<file path="config.mk">
export PLATFORM = sky130hd
export DESIGN_NAME = pc_hazard_ctrl
export DESIGN_NICKNAME = d
export VERILOG_FILES = /design/src/rtl/pc_hazard_ctrl.sv
export SDC_FILE = /design/constraint.sdc
export NUM_CORES = 1
export LEC_CHECK = 0
export ABC_AREA = 1
export CAP_MARGIN = 15
export CORE_ASPECT_RATIO = 1.1
export CORE_MARGIN = 4
export CORE_UTILIZATION = 49
export DETAILED_ROUTE_END_ITERATION = 8
export PLACE_DENSITY = 0.79
export SETUP_SLACK_MARGIN = 0.05
export SLEW_MARGIN = 20
export SYNTH_ARGS = -nofsm -noshare
export SYNTH_HDL_FRONTEND = slang
export SYNTH_SLANG_ARGS = --single-unit
</file>
<file path="constraint.sdc">
create_clock -name clk -period 2.4 [get_ports clk]
set_input_delay 0.6 -clock clk [delete_from_list [all_inputs] [get_ports clk]]
set_output_delay 0.6 -clock clk [all_outputs]
set_load 0.005 [all_outputs]
</file>
<file path="src/rtl/pc_hazard_ctrl.sv">
// pc_hazard_ctrl: fetch-stage control and ID/EX bubble generation from decode and hazard info.
// Detects load-use and branch-operand hazards, sequences 2-cycle stalls, and redirects fetch.
module pc_hazard_ctrl #(
    parameter int REG_W = 5,
    parameter int CNT_W = 16
) (
    input  logic             clk,
    input  logic             reset,
    input  logic             ext_stall,
    input  logic             id_valid,
    input  logic [REG_W-1:0] id_rs,
    input  logic [REG_W-1:0] id_rt,
    input  logic             id_use_rs,
    input  logic             id_use_rt,
    input  logic             id_is_branch,
    input  logic             id_is_jump,
    input  logic             id_is_jr,
    input  logic             id_br_taken,
    input  logic             ex_regwr,
    input  logic             ex_load,
    input  logic [REG_W-1:0] ex_rd,
    input  logic             mem_load,
    input  logic [REG_W-1:0] mem_rd,
    output logic             PCWr,
    output logic             IRWrite,
    output logic [1:0]       PCSrc,
    output logic             KILL,
    output logic             idex_bubble,
    output logic [CNT_W-1:0] stall_cnt,
    output logic [CNT_W-1:0] flush_cnt
);
    typedef enum logic [1:0] {RUN = 2'd0, HOLD = 2'd1} state_t;

    state_t state, state_nxt;
    logic   ctl, m_ex, m_mem, h1, h2, stall, flush, run;

    // R0 is hardwired zero, so it never carries a dependence.
    function automatic logic hit(input logic vld, input logic use_r,
                                 input logic [REG_W-1:0] src, input logic [REG_W-1:0] dst);
        return vld & use_r & (src != '0) & (src == dst);
    endfunction

    always_comb begin
        ctl         = id_is_branch | id_is_jr;
        m_ex        = hit(id_valid, id_use_rs, id_rs, ex_rd) | hit(id_valid, id_use_rt, id_rt, ex_rd);
        m_mem       = hit(id_valid, id_use_rs, id_rs, mem_rd) | hit(id_valid, id_use_rt, id_rt, mem_rd);
        h2          = ctl & m_ex & ex_load;
        h1          = (~ctl & m_ex & ex_load) | (ctl & m_ex & ex_regwr & ~ex_load) | (ctl & m_mem & mem_load);
        stall       = ~reset & ~ext_stall & ((state == HOLD) | ((state == RUN) & (h1 | h2)));
        flush       = ~reset & ~ext_stall & (state == RUN) & ~h1 & ~h2 &
                      ((id_is_branch & id_br_taken) | id_is_jump | id_is_jr);
        run         = ~reset & ~ext_stall & ~stall;
        PCWr        = run;
        IRWrite     = run;
        KILL        = flush;
        PCSrc       = flush ? (id_is_jr ? 2'd2 : 2'd1) : 2'd0;
        idex_bubble = stall;
        // Illegal encodings fall back to RUN even while frozen.
        state_nxt   = (state != RUN && state != HOLD) ? RUN :
                      ext_stall                       ? state :
                      (state == RUN && h2)            ? HOLD : RUN;
    end

    always_ff @(posedge clk or posedge reset) begin
        if (reset) begin
            state     <= RUN;
            stall_cnt <= '0;
            flush_cnt <= '0;
        end else begin
            state <= state_nxt;
            if (stall && !(&stall_cnt)) stall_cnt <= stall_cnt + CNT_W'(1);
            if (flush && !(&flush_cnt)) flush_cnt <= flush_cnt + CNT_W'(1);
        end
    end
endmodule

</file>
==> results.cfg <==
[logic_synthesis]
syn_nets = 383
syn_inst = 348
synth_seq_area_share_pct = 31.7
syn_area_mm2 = 0.00260
netlist_top_cells_area = dfrtp_1 32%, nand2_1 15%, xor2_1 10%
syn_area_per_cell_um2 = 7.47
ys_types = 33
synth_top_area_cell = dfrtp_1
yosysTopAreaCellShare_pct = 31.7
synth_seq_cells = 33
yosys_warnings = 0

[grt]
grt_pass1_wl_um = 11800
grt_pass1_vias = 2503
grt_use_total_pct = 21.6
antenna_found_initial = 0
grt_max_degree = 34
grt_remaining_overflow = 0

[cells_and_area]
drive_above_1_share_pct = 29.7
area_growth_pct = 39.6
antennaDiodeCount = 0
design_area_mm2 = 0.00363
final_cell_mix = 92 x nand2_1, 36 x clkdlybuf4s50_1, 33 x dfrtp_1
nets = 472
final_common_cell = nand2_1

[power_and_ir_drop]
seqPwrFrac_pct = 44.5
p_int_w = 0.00101
power.leakage_nw = 1.81
pwr-share-clk_pct = 29.9
p_comb_share_pct = 25.6
switchingPower_w = 0.000432
ir_drop_uv = 436
powerDensity_mw_per_mm2 = 396
power.share.switching_pct = 30.0

[floorplan]
io_pins = 71
core_mm2 = 0.00507
die_x_um = 77.5
start_util_pct = 51.3
dieArea_mm2 = 0.00654
rows = 27
die_y_um = 84.4

[setup_path]
crit_chain = buf_2 -> xor2_1 -> nor2_1 -> nand3_2 -> nand2_2 -> nand2_2 -> nand3_4 -> nor2_8 -> nand2_4 -> nor2_2 -> buf_2
cp_slowest_stage_delay_ns = 0.21
crit_path_end_kind = primary output
worstPathMaxFanout = 3
slowest_stage = xor2_1
cp.arrival_ns = 1.76
critPathKind = input port to primary output
required_ns = 1.80
cp-start-kind = input port

[routing]
dr.pass1.iters = 4
ant_nets = 0
drc = 0
dr.first_iter.drc_count = 99
drt-total-wl_um = 7030
wl_per_cell_um = 14.2
vias = 2600
vias_per_cell = 5.25

[sta]
min_period_ns = 2.36
slew_headroom_pct = 72.1
worst_pin_slew_ns = 0.414
whs_ns = 0.508
period_share_pct = 98.3
finalSetupTns_ns = 0
fin_worst_skew_ns = 0.00443
rsz0062_at_grt = true
report.final.setup_viol = 0
slew_violations = 0
hold_violations = 0
fmax_ghz = 0.424

[clock_tree]
cts_tree = done
cts_root_buffer = clkbuf_8
cts_buffers = 5
clock-sinks = 33
clkSlewWorstSetupHoldPaths_ns = 0.07
cts.htree.levels = 2
ctsHoldBuffers = 0
cts.path.max_buffers = 2
insertion_delay_ns = 0.28

[placed_design]
place_area_mm2 = 0.00340
gp_congestion = 0.898
port_buffers = 70
dp_hpwl_um = 4810

[hold_path]
hold_path_class = register to register

[outcome]
outcome = finished clean

[run]
drv_cap = 0
[metrics by stage]
step | worst slack [ns] | util [%] | instances | power (W)
final | 0.0410 | 71.7 | 495 | 0.00144
after global routing | -0.0425 | 71.7 | 495 | 0.00152
after CTS | 0.0410 | 69.3 | 492 | 0.00142
after detailed placement | -0.744 | 67.1 | 481 | 0.000994
after global placement | -0.703 | 67.1 | 481 | 0.000985
after floorplan | 0.232 | - | 348 | 0.000803
[critical path: cells and delay by family]
family        cells  cell delay, ns
xor+xnor          1            0.21
buf+inv           2            0.23
simple gates      8            0.72
[flip-flops by register name, summed over array words and instances (netlist names)]
name,flops
state,1
flush_cnt,16
stall_cnt,16
[logic make-up (layout without fill, tap and decap cells)]
group / after synthesis / count (layout) / synth area share (%)
fa+ha+maj: 2 / 2 / 0.962
simple gates: 225 / 225 / 44.4
buf+inv: 44 / 133 / 8.32
xor+xnor: 42 / 42 / 14.1
flops: 33 / 33 / 31.7
compound gates: 2 / 2 / 0.384
[Yosys cell counts, drive strengths merged]
cell type,number
nand2,122
xnor2,11
ha,2
nor4,4
nand3,31
xor2,31
clkbuf,2
clkinv,1
buf,6
nand3b,3
nor3,9
dfrtp,33
nand4,25
nor3b,1
inv,35
o21ai,1
nor2,30
a21oi,1
[cell type report]
cell class | count | area [um2]
Multi-Input combinational cell | 271 | 1680
Fill cell | 419 | 1440
Sequential cell | 33 | 826
Timing Repair Buffer | 90 | 813
Inverter | 36 | 149
Clock buffer | 7 | 86.3
Tap cell | 58 | 72.6
[power groups by stage]
stage | combinational (W) | clock (W) | sequential, W
finish | 0.000369 | 0.000429 | 0.000640
global route | 0.000406 | 0.000461 | 0.000649
CTS | 0.000346 | 0.000437 | 0.000641
detailed placement | 0.000343 | 0 | 0.000650
global placement | 0.000335 | 0 | 0.000650
floorplan | 0.000159 | 0 | 0.000644
[repair_timing]
item	in CTS	in global routing
resized for setup	155	41
setup buffers	4	3
pin swaps	35	32
endpoints found under the setup margin	21	6
[final timing paths]
path	startpoint	end	slack [ns]	cells after the start
setup / recovery	ex_rd[4]	PCSrc[0]	0.04	11
hold / removal	flush_cnt[15]	flush_cnt[15]	0.51	2
setup reg to reg	stall_cnt[0]	stall_cnt[9]	0.49	9
hold reg to reg	flush_cnt[15]	flush_cnt[15]	0.51	2
max in group asynchronous	reset	stall_cnt[2]	1.29	3
min in group asynchronous	reset	flush_cnt[15]	0.81	3
[metal layers]
metal  share of wire (%)  routed length [um]  vias up  GRT usage [%]
met3                 4.8                 338       13           3.54
li1                    -                   -     1299              -
met4                 1.8                 127        0           5.34
met1                  45                3150     1200           29.7
met2                  48                3410       88           35.3
met5                   0                   0        -              0
No activity file was read; power rests on OpenSTA's default activity.
==> variant 1, RTL diff (same settings) <==
`CNT_W`: 16 -> 24.
--- a/src/rtl/pc_hazard_ctrl.sv
+++ b/src/rtl/pc_hazard_ctrl.sv
@@ -4,3 +4,3 @@
     parameter int REG_W = 5,
-    parameter int CNT_W = 16
+    parameter int CNT_W = 24
 ) (
Interface: changed (resized flush_cnt and stall_cnt); port bits go from 71 to 87. The function was not compared with the original's and may differ.
==> variant 1 against the original RTL <==
- the flow now finishes with violations (setup timing)
- critical endpoint unchanged
- sequential cell count up 16
- synthesized cell count up 53%
- highest routed layer unchanged
- routed wire length up 51%
- design area up 38%
- combinational power up 7.9%
- total power up 34%
- synthesized area up 41%
- worst setup slack worse by 0.13 ns
- clock skew about the same
==> variant 1: results (changes against the original RTL) <==
Final WS setup: -0.0926 ns (was 0.0410 ns)
Leak: 2.45 nW (was 1.81 nW)
vias in the first global route: 3834 (was 2503)
Hold Path End: state[0] (was flush_cnt[15])
switching share of total power: 0.274 (was 0.300)
first-pass GRT wire length: 17.5 mm (was 11.8 mm)
Synth Area in Adders: 0.00684 (was 0.00962)
routing usage on met1: 0.283 (was 0.297)
r2r setup slk: 0.26 ns (was 0.49 ns)
Int Pwr: 1.40 mW (was 1.01 mW)
met2 usage: 0.423 (was 0.353)
#FFs+latches synth: 49 (was 33)
Filler cells: 575 (was 419)
maximum vdd drop: 0.341 mV (was 0.436 mV)
failing checks: setup timing
PortBufs: 86 (was 70)
synth unique cells: 28 (was 33)
WL met2: 5.56 mm (was 3.41 mm)
area of the multi-input gates: 2250 um^2 (was 1680 um^2)
setup violators final: 2 (was 0)
setup bufs post-CTS: 6 (was 4)
outcome: finished, violations left (was finished clean)
Placer Congestion: 0.922 (was 0.898)
Clock Latency Late Sink: 0.30 ns (was 0.28 ns)
fin nets: 676 (was 472)
Non-clock buffer share: 0.215 (was 0.224)
Net Count, Synth: 568 (was 383)
clock slew at reported path FFs: 0.09 ns (was 0.07 ns)
wire length on met3: 514 um (was 338 um)
post-cts resize count: 145 (was 155)
worst reg2reg path startpoint: stall_cnt[1] (was stall_cnt[0])
Metal-1 WL: 4.29 mm (was 3.15 mm)
dpl ws: -0.836 ns (was -0.744 ns)
register area share after synthesis: 0.335 (was 0.317)
drt total wl: 10.6 mm (was 7.03 mm)
DR vias/cell: 5.38 (was 5.25)
Overall Global Routing Usage: 0.232 (was 0.216)
## variant 1: cell types whose count changed in the layout (fill, tap and decap cells not counted), sizes merged, moves of 3 or more
cell           before  now
dfrtp              33   49
inv                35   57
nand4              25   41
nor4                4    7
nor3                9   18
nor2               30   49
clkdlybuf4s50      36   54
xor2               31   45
nand3              31   45
nand2             122  185
buf                46   56
## variant 1: worst max-delay path: stages
cell     delay (ns)
buf_2          0.13
nor2_1         0.10
nand3_1        0.09
nand2_2        0.07
inv_1          0.04
nand3_2        0.07
nand2_2        0.07
nand2_2        0.10
nand3_4        0.10
nor2_4         0.11
buf_6          0.10
nand2_4        0.05
nor2_1         0.11
buf_2          0.13
## variant 1: logic make-up (layout without fill, tap and decap cells)
kind of cell               after synthesis  in the layout
xor gates and xnor gates                57             57
buffers and inverters                   73            182
and+or+nand+nor                        350            350
DFF                                     49             49
AOI/OAI and AO/OA                        2              2
adders and majority gates                2              2
## variant 1: how the worst max path moves through the flow
stage                     to  slack [ns]  cells after the start  startpoint
detailed placement  PCSrc[0]       -0.84                     13    id_rs[0]
global route        PCSrc[0]       -0.17                     14    id_rt[2]
finish              PCSrc[0]       -0.09                     14    id_rt[2]
CTS                 PCSrc[0]       -0.05                     14    id_rs[1]
floorplan               PCWr         0.1                     11    id_rt[2]
global placement    PCSrc[1]       -0.74                     13    id_rs[0]
## variant 1: per-stage QoR
stage	std cells	TNS (ns)	hold WS, ns	area [um^2]	utilization
6_report	727	-0.121	0.498	5000	0.701
5_1_grt	727	-0.511	0.521	5000	0.701
4_1_cts	727	-0.165	0.495	4890	0.687
3_5_place_dp	713	-18.87	0.473	4720	0.662
3_3_place_gp	713	-13.11	0.463	4720	0.662
2_1_floorplan	533	0	0.447	3660	-
==> variant 2, RTL diff (config.mk and constraints unchanged) <==
Without the edit above. Put one more register stage on the output `flush_cnt`, cleared by the reset. The value now appears one clock later. The other outputs are not delayed to match.
--- a/src/rtl/pc_hazard_ctrl.sv
+++ b/src/rtl/pc_hazard_ctrl.sv
@@ -32,2 +32,4 @@
     typedef enum logic [1:0] {RUN = 2'd0, HOLD = 2'd1} state_t;
+
+    logic [CNT_W-1:0] flush_cnt_s0;
 
@@ -67,3 +69,3 @@
             stall_cnt <= '0;
-            flush_cnt <= '0;
+            flush_cnt_s0 <= '0;
         end else begin
@@ -71,5 +73,13 @@
             if (stall && !(&stall_cnt)) stall_cnt <= stall_cnt + CNT_W'(1);
-            if (flush && !(&flush_cnt)) flush_cnt <= flush_cnt + CNT_W'(1);
+            if (flush && !(&flush_cnt_s0)) flush_cnt_s0 <= flush_cnt_s0 + CNT_W'(1);
         end
     end
+    always_ff @(posedge clk or posedge reset) begin
+        if (reset) begin
+            flush_cnt <= '0;
+        end else begin
+            flush_cnt <= flush_cnt_s0;
+        end
+    end
+
 endmodule
Behaviour: not the same (a bounded check fails within 4 cycles, from zero or initial values and one cycle with reset high).
==> variant 2 against the original RTL <==
- routed wire length is 11% higher
- design area is 12% higher
- total power is 26% higher
- sequential cell count is 16 higher
- utilization is 0.48 points lower
- synthesized area is 11% higher
- global-route usage is 0.32 points higher
- critical path depth stayed put
- worst setup slack better by 0.034 ns
- critical path type unchanged
- critical endpoint unchanged
==> variant 2: results (changes against the original RTL) <==
ys async rst share: 1.00 (unchanged)
placed standard-cell area: 3780 um^2 (was 3400 um^2)
PortBufs: 70 (unchanged)
Primary FF master, synth: dfrtp_1 (unchanged)
1st-pass router iterations: 4 (unchanged)
antenna fix cells: 0 (unchanged)
clock slew at reported path FFs: 0.09 ns (was 0.07 ns)
outcome: finished clean (unchanged)
max incr delay on CP: 0.25 ns (was 0.21 ns)
top cells by count, synth: nand2_1, dfrtp_1, nand4_1 (was nand2_1, dfrtp_1, xor2_1)
fin nets: 502 (was 472)
DRT iter0 DRCs: 117 (was 99)
main area contributors after synthesis: dfrtp_1, nand2_1, nand4_1 (was dfrtp_1, nand2_1, xor2_1)
CTS root buf: clkbuf_8 (unchanged)
Overall Global Routing Usage: 0.219 (was 0.216)
Clock Latency Late Sink: 0.30 ns (was 0.28 ns)
largest net degree at the start of global routing: 25 (was 34)
WL/cell: 14.4 um (was 14.2 um)
vias in the first global route: 2846 (was 2503)
Layout Skew: 0.00970 ns (was 0.00443 ns)
maximum vdd drop: 0.348 mV (was 0.436 mV)
setup violators final: 0 (unchanged)
HPWL after detailed placement: 5.41 mm (was 4.81 mm)
initial antenna violation count: 0 (unchanged)
Hold Crit Class: reg -> reg (unchanged)
worst-path fanout max: 3 (unchanged)
# H-tree levels: 2 (unchanged)
Post-CTS Hold Buffers: 0 (unchanged)
ratio of cells with drive above 1 in the final layout: 0.271 (was 0.297)
Net Count, Synth: 405 (was 383)
Tightest Pin Transition: 0.427 ns (was 0.414 ns)
Filler cells: 464 (was 419)
Clock Tree Buf Depth: 2 (unchanged)
Worst EP arrival: 1.72 ns (was 1.76 ns)
synth unique cells: 28 (was 33)
Leak: 2.05 nW (was 1.81 nW)
register area share after synthesis: 0.425 (was 0.317)
DR vias/cell: 5.31 (was 5.25)
first-pass GRT wire length: 12.4 mm (was 11.8 mm)
Placer Congestion: 0.922 (was 0.898)
CP max-delay cell: dlygate4sd2_1 (was xor2_1)
CTS Buf Count: 5 (unchanged)
top flop regs: flush_cnt (16), flush_cnt_s0 (16), stall_cnt (16) (was flush_cnt (16), stall_cnt (16), state (1))
number of synthesis warnings: 0 (unchanged)
## variant 2: final cells by class
type / instances / share of cell area
multi-input cells: 272 / 0.401
flip-flops and latches: 49 / 0.301
repair buffers: 102 / 0.219
inverters: 37 / 0.0340
well taps: 77 / 0.0236
clock buffers: 6 / 0.0178
clock inverters: 2 / 0.00337
## variant 2: kinds of logic after synthesis
group,after synthesis,synth area share
and+or+nand+nor,224,0.360
buffers and inverters,49,0.0724
DFF,49,0.425
xor gates and xnor gates,41,0.124
AOI/OAI and AO/OA,5,0.00997
adders and majority gates,2,0.00867
## variant 2: path summary, 6_finish.rpt
check                                start             to  slack [ns]  cells after the start
max                           id_is_branch       PCSrc[0]        0.08                     11
min                        flush_cnt_s0[4]   flush_cnt[4]        0.45                      0
max reg2reg                   stall_cnt[0]  stall_cnt[10]        0.32                     10
min reg2reg                flush_cnt_s0[4]   flush_cnt[4]        0.45                      0
max in group asynchronous            reset   flush_cnt[8]        1.15                      4
min in group asynchronous            reset  stall_cnt[13]        0.77                      3
## variant 2: critical path, delay by kind of cell
kind	cells	cell delay, ns
simple gates	8	0.70
buf+inv	3	0.42
## variant 2: stage by stage
step,std cells,worst slack (ns),hold WS [ns],util,setup TNS [ns]
6_report,545,0.0751,0.447,0.712,0
5_1_grt,545,-0.0434,0.477,0.712,-0.125
4_1_cts,544,0.0500,0.453,0.695,0
3_5_place_dp,526,-0.816,0.432,0.660,-7.89
3_3_place_gp,526,-0.676,0.426,0.660,-6.17
2_1_floorplan,370,0.0787,0.352,-,0
## variant 2: report_power, final
group	internal [mW]	switching, mW
Sequential	0.887	0.0588
Clock	0.208	0.279
Combinational	0.199	0.181
Total	1.29	0.518
## variant 2: layer usage
layer,vias up,GRT usage,wire length [um]
met2,110,0.403,4110
met3,18,0.0458,453
met4,0,0.0722,193
met5,-,0,0
met1,1376,0.252,3070
li1,1388,-,-
## variant 2: what timing repair did
item,4_1_cts,5_1_grt
resized for setup,156,30
buffers inserted,10,2
pin swaps,39,17
endpoints found under the setup margin,6,22
gates cloned,1,0
hold endpoints to repair,0,0
